`src/rtl/alu_pkg.sv`:
```
// Shared types and constants for the sequential Booth multiplier.
// ALU_MUL_RADIX4_EN selects radix-4 recoding (16 iterations) instead of radix-2 (32 iterations).
package alu_pkg;

  localparam int WIDTH    = 32;
  localparam int ITERS_R4 = 16;
  localparam int ITERS_R2 = 32;

`ifdef ALU_MUL_RADIX4_EN
  localparam int STEP  = 2;
  localparam int ITERS = ITERS_R4;
`else
  localparam int STEP  = 1;
  localparam int ITERS = ITERS_R2;
`endif

  // Recoder window: STEP multiplier bits plus the implicit bit below them.
  localparam int WIN_W = STEP + 1;

  typedef enum logic [2:0] {
    ZERO,
    PLUS_M,
    MINUS_M,
    PLUS_2M,
    MINUS_2M
  } booth_digit_t;

  typedef enum logic [1:0] {
    IDLE,
    RUN,
    DONE
  } state_t;

endpackage

```
`src/rtl/alu_mul_booth_if.sv`:
```
// Start/operand/result bundle between the ALU control unit and the Booth multiplier.
interface alu_mul_booth_if #(
  parameter int WIDTH = alu_pkg::WIDTH
);
  logic                    start;
  logic signed [WIDTH-1:0] A;
  logic signed [WIDTH-1:0] B;
  logic signed [WIDTH-1:0] P;
  logic signed [WIDTH-1:0] P_hi;
  logic                    busy;
  logic                    done;

  modport master (
    output start, A, B,
    input  P, P_hi, busy, done
  );

  modport slave (
    input  start, A, B,
    output P, P_hi, busy, done
  );
endinterface

```
`src/rtl/booth_recoder.sv`:
```
// Maps a multiplier window onto a Booth digit; radix set by ALU_MUL_RADIX4_EN.
module booth_recoder
  import alu_pkg::*;
(
  input  logic [WIN_W-1:0] win,
  output booth_digit_t     digit
);

  always_comb begin
    digit = ZERO;
`ifdef ALU_MUL_RADIX4_EN
    case (win)
      3'b001, 3'b010: digit = PLUS_M;
      3'b011:         digit = PLUS_2M;
      3'b100:         digit = MINUS_2M;
      3'b101, 3'b110: digit = MINUS_M;
      default:        digit = ZERO;
    endcase
`else
    case (win)
      2'b01:   digit = PLUS_M;
      2'b10:   digit = MINUS_M;
      default: digit = ZERO;
    endcase
`endif
  end

endmodule

```
`src/rtl/alu_mul_booth.sv`:
```
// Sequential signed WIDTHxWIDTH Booth multiplier producing {P_hi, P}.
// ALU_MUL_RADIX4_EN selects radix-4 (16 iterations); otherwise radix-2 (32 iterations).
module alu_mul_booth
  import alu_pkg::*;
#(
  parameter int WIDTH = alu_pkg::WIDTH
) (
  input  logic          clk,
  input  logic          rst_n,
  alu_mul_booth_if.slave bus
);

  localparam int ACC_W = WIDTH + 2;
  localparam int CNT_W = $clog2(ITERS);

  state_t                  state, state_nxt;
  logic [CNT_W-1:0]        cnt;
  logic                    last;
  logic                    done_r;
  logic signed [WIDTH-1:0] p_lo, p_hi;

  logic signed [WIDTH-1:0]       mcand;
  logic signed [ACC_W-1:0]       acc_hi;
  logic [WIDTH-1:0]              acc_lo;
  logic                          q;
  logic [WIN_W-1:0]              win;
  booth_digit_t                  digit;
  logic signed [ACC_W-1:0]       m_ext, addend, sum;
  logic signed [ACC_W+WIDTH-1:0] shifted;

  assign last     = (cnt == CNT_W'(ITERS - 1));
  assign bus.busy = (state == RUN);
  assign bus.done = done_r;
  assign bus.P    = p_lo;
  assign bus.P_hi = p_hi;

  always_ff @(posedge clk) begin
    if (!rst_n) state <= IDLE;
    else        state <= state_nxt;
  end

  always_comb begin
    state_nxt = state;
    case (state)
      IDLE:    if (bus.start) state_nxt = RUN;
      RUN:     if (last) state_nxt = DONE;
      DONE:    state_nxt = IDLE;
      default: state_nxt = IDLE;
    endcase
  end

  always_ff @(posedge clk) begin
    if (!rst_n) begin
      cnt    <= '0;
      done_r <= 1'b0;
      p_lo   <= '0;
      p_hi   <= '0;
    end else begin
      done_r <= (state == DONE);
      if (state == IDLE && bus.start) cnt <= '0;
      else if (state == RUN)          cnt <= cnt + 1'b1;
      if (state == DONE) begin
        p_hi <= acc_hi[WIDTH-1:0];
        p_lo <= acc_lo;
      end
    end
  end

  // The multiplier shifts out of acc_lo as product bits shift in from acc_hi.
  assign win = {acc_lo[STEP-1:0], q};

  booth_recoder u_recoder (
    .win   (win),
    .digit (digit)
  );

  // Two guard bits in acc_hi absorb +/-2M on top of the running partial sum.
  always_comb begin
    m_ext  = $signed({{(ACC_W-WIDTH){mcand[WIDTH-1]}}, mcand});
    addend = '0;
    case (digit)
      PLUS_M:   addend = m_ext;
      MINUS_M:  addend = -m_ext;
      PLUS_2M:  addend = m_ext <<< 1;
      MINUS_2M: addend = -(m_ext <<< 1);
      default:  addend = '0;
    endcase
    sum     = acc_hi + addend;
    shifted = $signed({sum, acc_lo}) >>> STEP;
  end

  always_ff @(posedge clk) begin
    if (state == IDLE && bus.start) begin
      mcand  <= bus.A;
      acc_hi <= '0;
      acc_lo <= bus.B;
      q      <= 1'b0;
    end else if (state == RUN) begin
      acc_hi <= shifted[ACC_W+WIDTH-1:WIDTH];
      acc_lo <= shifted[WIDTH-1:0];
      q      <= acc_lo[STEP-1];
    end
  end

endmodule

```
`src/flat_wrapper.sv`:
```
// flat-port wrapper written by rule: the top's interface ports become plain ports
module alu_mul_booth_flat import alu_pkg::*;
#(
  parameter int WIDTH = alu_pkg::WIDTH
)
  (clk, rst_n, bus_start, bus_A, bus_B, bus_P, bus_P_hi, bus_busy, bus_done);
  alu_mul_booth_if #(.WIDTH(WIDTH)) bus_i ();
  input  logic clk;
  input  logic rst_n;
  input wire logic [$bits(bus_i.start)-1:0] bus_start;
  input wire logic [$bits(bus_i.A)-1:0] bus_A;
  input wire logic [$bits(bus_i.B)-1:0] bus_B;
  output wire logic [$bits(bus_i.P)-1:0] bus_P;
  output wire logic [$bits(bus_i.P_hi)-1:0] bus_P_hi;
  output wire logic [$bits(bus_i.busy)-1:0] bus_busy;
  output wire logic [$bits(bus_i.done)-1:0] bus_done;
  assign bus_i.start = bus_start;
  assign bus_i.A = bus_A;
  assign bus_i.B = bus_B;
  assign bus_P = bus_i.P;
  assign bus_P_hi = bus_i.P_hi;
  assign bus_busy = bus_i.busy;
  assign bus_done = bus_i.done;
  alu_mul_booth #(.WIDTH(WIDTH)) u_core (.clk(clk), .rst_n(rst_n), .bus(bus_i));
endmodule
```
`config.mk`:
```
export PLATFORM = sky130hd
export DESIGN_NAME = alu_mul_booth_flat
export DESIGN_NICKNAME = d
export VERILOG_FILES = /design/src/rtl/alu_pkg.sv /design/src/rtl/alu_mul_booth_if.sv /design/src/rtl/booth_recoder.sv /design/src/rtl/alu_mul_booth.sv /design/src/flat_wrapper.sv
export SDC_FILE = /design/constraint.sdc
export NUM_CORES = 1
export LEC_CHECK = 0
export CORE_ASPECT_RATIO = 1.1
export CORE_UTILIZATION = 30
export DETAILED_ROUTE_END_ITERATION = 10
export GPL_TIMING_DRIVEN = 0
export HOLD_SLACK_MARGIN = 0.08
export SLEW_MARGIN = 0
export SYNTH_ARGS = -nofsm -noshare
export SYNTH_HDL_FRONTEND = slang
export SYNTH_SLANG_ARGS = --single-unit
```
`constraint.sdc`:
```
create_clock -name clk -period 9.6 [get_ports clk]
set_input_delay 1.44 -clock clk [delete_from_list [all_inputs] [get_ports clk]]
set_output_delay 1.44 -clock clk [all_outputs]
set_load 0.005 [all_outputs]
```
==> summary.txt <==
Status
  • Status: finished, final reports clean

Power
  • Logic pwr share: 0.195
  • PD cells: roughly 170 mW/mm2
  • Cell leakage power: 0.004372 uW
  • Sw Share: 0.3208
  • Worst IR Drop VDD: 0.1031 mV
  • NetSw: 618.4 uW
  • Total Power: just under 2000 uW
  • Part of the power in registers: 0.445
  • Int Pwr: roughly 1300 uW
  • Clock power share: 0.359

Clock network
  • Sinks on the clock net: 170
  • Resized cells post-CTS: 0
  • Clock Latency Late Sink: 0.45 ns
  • Post-CTS Setup Inserts: 0
  • CTS Hold Bufs: 0
  • Num CTS Buffers: 17
  • Root Driver: clkbuf_16
  • Number of H-tree levels: 4
  • CTS Buffer Depth: 2
  • CTS clk-pin slew, worst paths: 0.07 ns
  • CTS tree: yes

Synthesis
  • Synthesis-stage register bit count: 170
  • Synth Area per Inst: between 8 and 9 um2
  • Top_reg_cell synth: dfxtp_1
  • Top cells by count, synth: 307 x nand2_1, 106 x dfxtp_1, 70 x nor2_1, 64 x a21boi_0, 64 x edfxtp_1
  • Post-synth EDFFs: 64
  • Dominant cell type by area after synthesis: dfxtp_1
  • Top post-synthesis cells by area: dfxtp_1 23%, edfxtp_1 21%, nand2_1 13%, ha_1 5.3%, a21boi_0 5.2%
  • Mapped cell area: approximately 0.009 mm2
  • Top cell type's share of synthesized area: 0.2305
  • Most common cell in the netlist: nand2_1
  • Async SR Flop Fraction: 0
  • Cells after Synth: 1072
  • Register area share after synthesis: 0.4392
  • Yosys cell types: between 70 and 80
  • Syn Nets: roughly 1200
  • Synth warn: 0

Routing
  • First-iteration detailed-routing DRC count: 430
  • Via Count: 7949
  • Met1 WL: 12010 um
  • Initial DRT Pass Iterations: 6
  • Routed vias/inst: approximately 4.8
  • Total Routed Length: 25460 um
  • Routed length per instance: 15.49 um
  • DRC: 0
  • Antenna-violating nets left: 0
  • Met2 WL: approximately 12000 um
  • Routed wl met3: about 1200 um
  • Highest Signal Layer: met4

Timing
  • Ratio of final minimum period to clock period: 0.5033
  • Slew headroom: 0.1453
  • Slew Viols, Final: 0
  • Setup violations, final: 0
  • Fmax: 0.2070 GHz
  • Total Neg Setup Slack: 0 ns
  • Minimum clock period: 4.832 ns
  • Worst Skew: 0.01688 ns
  • Final hold viol count: 0
  • Final worst slack: 4.768 ns
  • RSZ-0062 raised after global routing: false
  • Slew @ Worst Pin: 1.281 ns

Critical path
  • Worst EP required: 9.90 ns
  • Crit Path Max Fanout: 7
  • Critical Path Start Type: flop
  • Worst endpoint data arrival time: 5.13 ns
  • Worst setup EP type: flop
  • Critical path class: reg -> reg

Floorplanning
  • Top Ports: 133
  • Core ar.: 0.02989 mm2
  • Area of the die: 0.03139 mm2
  • Row count: 66
  • Chip height: 185.7 um
  • Die Wd: 169.0 um
  • Starting density of the core: 0.3080

Placed design
  • Final HPWL from detailed placement: between 15000 and 20000 um
  • RD Place Congestion: between 0.8 and 0.9
  • PortBufs: 131
  • Post-Place Setup Slack: 4.785 ns

Finish
  • Fill count: 3127
  • Diode count: 0
  • Net count, final: 1330
  • Share of layout cells above drive strength 1: 0.04207
  • Final core utilization: 0.3891
  • Multi-input gate area: 0.004861 mm2
  • Area grow syn2layout: 26.34%
  • Seq. cell area: 0.004044 mm2

Global routing
  • Vias in the first global route: 7688
  • Largest net degree at the start of global routing: 36
  • Initial antenna violation count: 0
  • Total GRT Usage: 0.1666
  • Remaining Overflow, GRT: 0
  • Global-route wire length before repair: just over 40000 um

Job
  • Maxcap violations: 0

Worst hold path
  • Hold crit path type: reg -> reg
[critical path, cell delays in order, from the launching register on]
cell	delay, ns
edfxtp_1	0.47
inv_1	0.12
ha_1	0.23
nor4b_1	0.65
nand2_1	0.10
nor2_1	0.19
nand2_1	0.11
nor3_1	0.19
xnor2_1	0.15
a22oi_1	0.10
nor2_1	0.15
ha_1	0.24
clkbuf_1	0.19
a211o_1	0.33
a21oi_1	0.22
o211ai_1	0.12
or3_1	0.36
a21oi_1	0.32
o21a_1	0.24
xor2_1	0.16
o21ai_1	0.07
[state kept, by name, indices dropped and copies added (netlist names)]
signal and count:
u_core.acc_lo 32, u_core.bus.P 32, u_core.mcand 32, u_core.bus.done 1
u_core.cnt 5, u_core.bus.P_hi 32, u_core.state 2, u_core.acc_hi 33
u_core.q 1
[metrics by stage]
step | hold slack, ns | area [um2] | instances
floorplan | 0.4406 | 9206 | 1072
global placement | 0.4529 | 11030 | 1611
detailed placement | 0.4564 | 11050 | 1612
CTS | 0.4689 | 11630 | 1644
global route | 0.4751 | 11630 | 1644
finish | 0.4640 | 11630 | 1644
[path summary, 6_finish.rpt]
check | from | endpoint | slack, ns | cells past startpoint
setup reg to reg | u_core.mcand[0]$_DFFE_PP_ | u_core.acc_hi[26]$_SDFFE_PP0P_ | 4.77 | 20
hold reg to reg | u_core.bus.P_hi[2]$_SDFFE_PN0P_ | u_core.bus.P_hi[2]$_SDFFE_PN0P_ | 0.46 | 2
setup / recovery | u_core.mcand[0]$_DFFE_PP_ | u_core.acc_hi[26]$_SDFFE_PP0P_ | 4.77 | 20
hold / removal | u_core.bus.P_hi[2]$_SDFFE_PN0P_ | u_core.bus.P_hi[2]$_SDFFE_PN0P_ | 0.46 | 2
[layout by cell type, fill, tap and decap left out, types with 7 or more instances in the layout]
cell type	netlist	final
nor2_1	70	70
a21boi_0	64	64
inv_1	17	17
o21a_1	7	7
a21oi_1	46	46
o21ai_0	28	28
nand3_1	15	15
clkdlybuf4s50_1	0	131
dfxtp_1	106	106
nand2_1	307	307
xor2_1	22	22
clkbuf_1	56	56
nand2b_1	8	8
a211oi_1	7	7
clkbuf_16	0	17
edfxtp_1	64	64
a22oi_1	26	26
xnor2_1	25	25
nor3_1	15	15
ha_1	39	39
a21o_1	41	41
[layout make-up]
type | count | share of cell area
buffer | 60 | 0.02022
timing repair buffer | 132 | 0.1145
inverter | 18 | 0.005809
multi-input combinational | 824 | 0.4179
clock inverter | 14 | 0.01312
clock buffer | 18 | 0.03690
tap | 408 | 0.04389
sequential | 170 | 0.3477
[power by group through the flow]
| stage | Sequential, uW | Combinational [uW] | Clock (uW) |
|---|---|---|---|
| global route | 866 | 421 | 746 |
| detailed placement | 875 | 373 | 0 |
| finish | 859 | 376 | 693 |
| global placement | 874 | 368 | 0 |
| CTS | 858 | 376 | 709 |
| floorplan | 857 | 264 | 0 |
[cell families after synthesis]
family                     synth area share
and+or+nand+nor                      0.2206
buffers and inverters               0.03275
AOI/OAI and AO/OA                    0.2054
DFF                                  0.4392
adders and majority gates           0.05518
muxes                              0.002175
xor gates and xnor gates            0.04471
[per-layer routing]
metal,vias up,GRT usage
met4,0,0.04036
met3,23,0.02956
met1,3695,0.2184
li1,4040,-
met5,-,0
met2,191,0.2836
No activity file was read; power rests on OpenSTA's default activity.
